`src/rtl/chacha_pkg.sv`:
```
// Shared defaults and state encoding for the ChaCha ciphertext output path.
package chacha_pkg;

    localparam int DATA_SIZE_DEF    = 8;
    localparam int NUM_MATRICES_DEF = 1;
    localparam int NO_REG_DEF       = 64 * NUM_MATRICES_DEF;

    typedef enum logic {
        IDLE   = 1'b0,
        STREAM = 1'b1
    } state_t;

endpackage

```
`src/rtl/cipher_text_serializer.sv`:
```
// Latches a parallel ciphertext frame and streams it out one byte per
// valid/ready handshake, with a done pulse when the frame completes.
module cipher_text_serializer
    import chacha_pkg::*;
#(
    parameter int DATA_SIZE    = DATA_SIZE_DEF,
    parameter int NUM_MATRICES = NUM_MATRICES_DEF,
    parameter int NO_REG       = 64 * NUM_MATRICES
) (
    input  logic                        clk,
    input  logic                        rst,
    input  logic [NO_REG*DATA_SIZE-1:0] block_in,
    input  logic [$clog2(NO_REG):0]     block_len,
    input  logic                        block_valid,
    output logic                        block_ready,
    output logic [DATA_SIZE-1:0]        char_out_CT,
    output logic                        out_valid,
    input  logic                        out_ready,
    output logic                        out_last,
    output logic                        done
);

    localparam int LEN_W  = $clog2(NO_REG) + 1;
    localparam int ADDR_W = LEN_W - 1;

    state_t                state_r;
    logic [ADDR_W-1:0]     rd_addr_r;
    logic [LEN_W-1:0]      len_r;
    logic [DATA_SIZE-1:0]  storage_r [NO_REG];
    logic [DATA_SIZE-1:0]  char_r;
    logic                  ready_r;
    logic                  valid_r;
    logic                  last_r;
    logic                  done_r;

    logic [LEN_W-1:0]      eff_len_s;
    logic [ADDR_W-1:0]     next_addr_s;
    logic                  at_last_s;
    logic                  next_is_last_s;

    // Length clamp and read-pointer lookahead for the FSM.
    always_comb begin
        eff_len_s      = block_len;
        next_addr_s    = rd_addr_r + {{(ADDR_W-1){1'b0}}, 1'b1};
        at_last_s      = ({1'b0, rd_addr_r} == (len_r - LEN_W'(1)));
        next_is_last_s = ({1'b0, next_addr_s} == (len_r - LEN_W'(1)));
        if (block_len > LEN_W'(NO_REG)) begin
            eff_len_s = LEN_W'(NO_REG);
        end else begin
            eff_len_s = block_len;
        end
    end

    // Frame capture, byte sequencing and all registered outputs.
    always_ff @(posedge clk or negedge rst) begin
        if (!rst) begin
            state_r   <= IDLE;
            rd_addr_r <= {ADDR_W{1'b0}};
            len_r     <= {LEN_W{1'b0}};
            char_r    <= {DATA_SIZE{1'b0}};
            ready_r   <= 1'b1;
            valid_r   <= 1'b0;
            last_r    <= 1'b0;
            done_r    <= 1'b0;
            for (int i = 0; i < NO_REG; i++) begin
                storage_r[i] <= {DATA_SIZE{1'b0}};
            end
        end else begin
            done_r <= 1'b0;
            case (state_r)
                IDLE: begin
                    if (block_valid) begin
                        for (int i = 0; i < NO_REG; i++) begin
                            storage_r[i] <= block_in[i*DATA_SIZE +: DATA_SIZE];
                        end
                        len_r     <= eff_len_s;
                        rd_addr_r <= {ADDR_W{1'b0}};
                        // An empty frame completes immediately without streaming.
                        if (eff_len_s != {LEN_W{1'b0}}) begin
                            state_r <= STREAM;
                            ready_r <= 1'b0;
                            valid_r <= 1'b1;
                            char_r  <= block_in[DATA_SIZE-1:0];
                            last_r  <= (eff_len_s == LEN_W'(1));
                        end else begin
                            done_r <= 1'b1;
                        end
                    end
                end
                STREAM: begin
                    if (out_ready) begin
                        if (at_last_s) begin
                            state_r <= IDLE;
                            ready_r <= 1'b1;
                            valid_r <= 1'b0;
                            char_r  <= {DATA_SIZE{1'b0}};
                            last_r  <= 1'b0;
                            done_r  <= 1'b1;
                        end else begin
                            rd_addr_r <= next_addr_s;
                            char_r    <= storage_r[next_addr_s];
                            last_r    <= next_is_last_s;
                        end
                    end
                end
                default: begin
                    state_r <= IDLE;
                    ready_r <= 1'b1;
                    valid_r <= 1'b0;
                    char_r  <= {DATA_SIZE{1'b0}};
                    last_r  <= 1'b0;
                end
            endcase
        end
    end

    assign block_ready = ready_r;
    assign char_out_CT = char_r;
    assign out_valid   = valid_r;
    assign out_last    = last_r;
    assign done        = done_r;

endmodule

```
`config.mk`:
```
export PLATFORM = sky130hd
export DESIGN_NAME = cipher_text_serializer
export DESIGN_NICKNAME = d
export VERILOG_FILES = /design/src/rtl/chacha_pkg.sv /design/src/rtl/cipher_text_serializer.sv
export SDC_FILE = /design/constraint.sdc
export NUM_CORES = 1
export LEC_CHECK = 0
export BUFFER_PORTS_ARGS = -buffer_cell sky130_fd_sc_hd__buf_2
export CAP_MARGIN = 0
export CORE_MARGIN = 1
export CORE_UTILIZATION = 50
export CTS_CLUSTER_SIZE = 8
export DETAILED_ROUTE_END_ITERATION = 10
export PLACE_DENSITY = 0.8
export SLEW_MARGIN = 20
export SYNTH_ARGS = -nofsm -noshare
export SYNTH_HDL_FRONTEND = slang
export SYNTH_SLANG_ARGS = --single-unit
```
`constraint.sdc`:
```
create_clock -name clk -period 2.2 [get_ports clk]
set_input_delay 0.11 -clock clk [delete_from_list [all_inputs] [get_ports clk]]
set_output_delay 0.11 -clock clk [all_outputs]
set_load 0.005 [all_outputs]
```
==> results of run 1 <==
==> kinds of logic after synthesis <==
kind of cell    after synthesis  share of synthesized area [%]
fa+ha+maj                     2                          0.101
flops                       538                           54.4
compound gates               94                           2.61
buf+inv                     179                           2.99
xor+xnor                     21                          0.774
mux                         146                           11.6
simple gates               1766                           27.5
==> layer usage <==
metal | global-route usage, % | overflow
met2 | 70.0 | 1
met5 | 0.782 | 0
met1 | 51.5 | 0
met4 | 36.4 | 0
met3 | 20.8 | 0
==> metrics by stage <==
step	cells	utilization (%)	TNS, ns	hold slack, ns
4_1_cts	4503	75.0	-2.61	0.0320
3_5_place_dp	3882	59.1	-2.58	0.116
3_3_place_gp	3882	59.1	-1.87	0.117
2_1_floorplan	2746	-	-0.135	-0.186
==> cell usage after synthesis (9+ instances only) <==
cell type	instances	area share, %
o21ai_0	15	0.30
mux2i_1	11	0.45
a32oi_1	9	0.32
a21oi_1	10	0.20
xnor2_1	12	0.42
o22ai_1	15	0.38
buf_2	24	0.49
nand3_1	27	0.55
mux2_2	24	1.1
nor2_1	74	1.1
nand2_1	1622	25
dfrtp_1	537	54
mux4_2	110	10
clkbuf_1	136	2.1
a31oi_1	11	0.28
nor3_1	15	0.30
==> timing repair <==
| item | in CTS |
|---|---|
| resized for setup | 61 |
| hold buffers | 521 |
| setup buffers | 4 |
| cloned | 5 |
| setup endpoints to repair | 14 |
| pin swaps | 8 |
| hold endpoints to repair | 950 |
==> reports/results.tsv, run 1 <==
metric	value	unit
status	did not finish	
Failed at	global routing	
Log Error	[ERROR GRT-0116] Global routing finished with congestion. Check the congestion regions in the DRC Viewer.	
Total GRT Usage	46.5	%
synthesized cell area	24700	um^2
synthesis warning total	0	
register area share after synthesis	54.4	%
Syn Area/Cell	9.01	um^2
Ports	535	
first-pass GRT wire length	169000	um
Rows	81	
GP Congestion	0.924	
post-DP HPWL	58700	um
Cells after Synth	2746	
CTS max path bufs	3	
port buffer count	534	
number of global-route vias before repair	29000	
Main synth FF type	dfrtp_1	
Die Ht	224	um
post-synth cell types	52	
EDFF count, synth	0	
Post-synth ARST share	100	%
starting density of the core	50.6	%
DIE WIDTH	224	um
syn nets	3271	
flops & latches, synth	538	
pin count of the biggest net entering global routing	266	
# clock sinks	538	
Clock Root Buffer	clkbuf_16	
H-tree depth	3	
Num CTS Buffers	77	
grt ovf	1	
Placement Setup Slack	-0.353	ns
DP Area	28900	um^2
==> run 2, diff against run 1 <==
Settings changed: CORE_UTILIZATION 50 to 35, CTS_CLUSTER_SIZE 8 to not set, PLACE_DENSITY 0.8 to not set, PLACE_DENSITY_LB_ADDON set to 0.15.
Clock period 2.2 ns to 2.9 ns, I/O delays scaled along.
==> reports/results.tsv, run 2 <==
metric	value	unit	change
H-tree depth	2		-1
post-synth cell types	52		unchanged
port buffer count	534		unchanged
LEAKAGE	18.3	nW	
startpoint types	flop		
Num CTS Buffers	61		-21%
# clock sinks	538		unchanged
drc violations	0		
post-DR wirelength/cell	19.5	um	
Cells after DPL	4096		+5.5%
clk_skew	0.0146	ns	
synthesized cell area	24700	um^2	unchanged
crit path kind	flop to flop		
Register Area	13500	um^2	
Post-synth top cells	nand2_1, dfrtp_1, clkbuf_1		
most flop-heavy register	storage_r		
path type of the worst min-delay path	input port to async pin		
Final nets	4284		
pin count of the biggest net entering global routing	256		
initial antenna violation count	0		
Slew @ Worst Pin	1.11	ns	
Register-to-Register Path Depth	10		
commonest non-fill, non-tap cell in the layout	nand2_1		
Finish-stage setup viols	0		
Placement Setup Slack	0.0729	ns	+0.426 ns
Max VDD drop	0.572	mV	
Clock Root Buffer	clkbuf_16		
EDFF count, synth	0		unchanged
Post-synth ARST share	100	%	unchanged
Rows	97		+20%
commonest cells after routing, fill and taps aside	nand2_1, dfrtp_1, dlygate4sd3_1, buf_2, mux4_2		
number of global-route vias before repair	24200		
design area	36100	um^2	
area occupied by multi-input gates	10600	um^2	
Fmax	0.357	GHz	
max reg flops	512		
CP arrival	3.28	ns	
fin worst setup slack	0.102	ns	
top-count cell post-synth	nand2_1		
Syn Area/Cell	9.01	um^2	unchanged
RSZ-0062 raised after global routing	false		
Ports	535		unchanged
# fillers	6378		
DIE WIDTH	268	um	+19%
Main synth FF type	dfrtp_1		
post-DP HPWL	62300	um	+6.2%
Skew-Pair Late Insertion Delay	0.63	ns	
routed vias	23400		
Die Ht	268	um	+19%
starting density of the core	35.3	%	-15 points
Setup TNS Final	0	ns	
Worst EP required	3.38	ns	
first-pass GRT wire length	139000	um	
GP Congestion	0.902		-2.4%
syn nets	3271		unchanged
grt ovf	0		
period utilization	96.5	%	
Hold Vio Cnt, Final	0		
pwr dens	1050	nW/um^2	
Cells after Synth	2746		unchanged
Synth-to-Final Area Change	46.0	%	
fraction of layout cells with a size suffix above 1	22.3	%	
initial drt markers	1819		
core area	70000	um^2	
Total GRT Usage	25.6	%	
Slew Viols, Final	0		
status	complete, no violations		
CTS max path bufs	3		unchanged
Critical Path Fanout Max	19		
Setup crit end kind	flop		
Yosys top cell by area	dfrtp_1		
non-filler cells, final	4751		
antenna-violating nets left	0		
synthesis warning total	0		unchanged
Final min period	2.80	ns	
Max Cap Violations	0		
DP Area	28600	um^2	-1.0%
vias per inst	4.92		
top cell type's share of synthesized area	54.3	%	unchanged
Die ar.	71700	um^2	
clock-pin transition on the worst setup and hold timing paths	0.06	ns	
Worst slew margin	25.8	%	
drt total wl	92800	um	
Layout Utilization	51.6	%	
First-pass DRT Iterations	8		
flops & latches, synth	538		unchanged
top cells by area, synth	dfrtp_1, nand2_1, mux4_2		
register area share after synthesis	54.4	%	unchanged
CTS tree	done		
-- run 2: report_power, final --
group | internal, mW | total (mW) | switching [mW]
registers | 11.1 | 13.3 | 2.21
clock network | 4.71 | 7.91 | 3.20
logic | 7.62 | 16.8 | 9.17
-- run 2: logic make-up (layout without fill, tap and decap cells) --
logic type | Yosys count | count (layout) | synth area share, %
and+or+nand+nor | 1766 | 1766 | 27.5
DFF | 538 | 538 | 54.4
buffers and inverters | 179 | 1243 | 2.99
muxes | 146 | 146 | 11.6
AOI/OAI and AO/OA | 94 | 94 | 2.61
xor gates and xnor gates | 21 | 21 | 0.774
adders and majority gates | 2 | 2 | 0.101
other | 0 | 1 | 0
-- run 2: routing by layer --
metal	share of wire [%]	wire, um	vias up	GRT usage [%]
met5	0	0	-	0
met1	42	39000	11400	33.4
li1	-	-	10800	-
met4	5.4	5010	0	13.5
met3	5.3	4930	289	4.00
met2	47	43800	889	41.2
-- run 2: final cells by class --
class | instances | area share [%]
Tap cell | 940 | 3.26
Clock buffer | 94 | 5.10
Antenna cell | 1 | 0.00693
Multi-Input combinational cell | 2029 | 29.4
Clock inverter | 20 | 0.610
Timing Repair Buffer | 1124 | 24.3
Sequential cell | 538 | 37.3
Inverter | 5 | 0.0520
-- run 2: worst paths after layout --
check / slack (ns) / from / end
worst max-delay path: 0.10 / rd_addr_r[0] / char_out_CT[0]
worst min-delay path: 0.09 / rst / storage_r[266]
worst max register to register: 0.10 / rd_addr_r[0] / char_out_CT[0]
worst min register to register: 0.47 / storage_r[65] / storage_r[65]
max in group asynchronous: 1.76 / rst / storage_r[12]
min in group clk: 0.13 / block_valid / storage_r[506]
-- run 2: worst max-delay path, cell delays in order, from the launching register on --
cell and delay, ns:
dfrtp_4 0.54, ha_4 0.25, xor2_4 0.17, buf_4 0.18, buf_12 0.18, mux4_2 0.33
mux2_2 0.30, o22ai_1 0.34, nor3_1 0.13, a21oi_1 0.12, o21ai_0 0.09
-- run 2: timing repair --
item                       in CTS  in global routing
hold buffers                  534                  0
setup endpoints to repair       0                  3
hold endpoints to repair      597                  0
buffers inserted                0                  3
resized for setup               0                  4
-- run 2: per-stage QoR --
step           hold slack [ns]  power [mW]
2_1_floorplan           -0.151        23.4
3_3_place_gp             0.165        29.0
3_5_place_dp             0.179        29.3
4_1_cts                 0.0937        38.0
5_1_grt                  0.118        40.6
6_report                0.0896        38.0
Note: power is estimated with default switching activity, not from simulation.
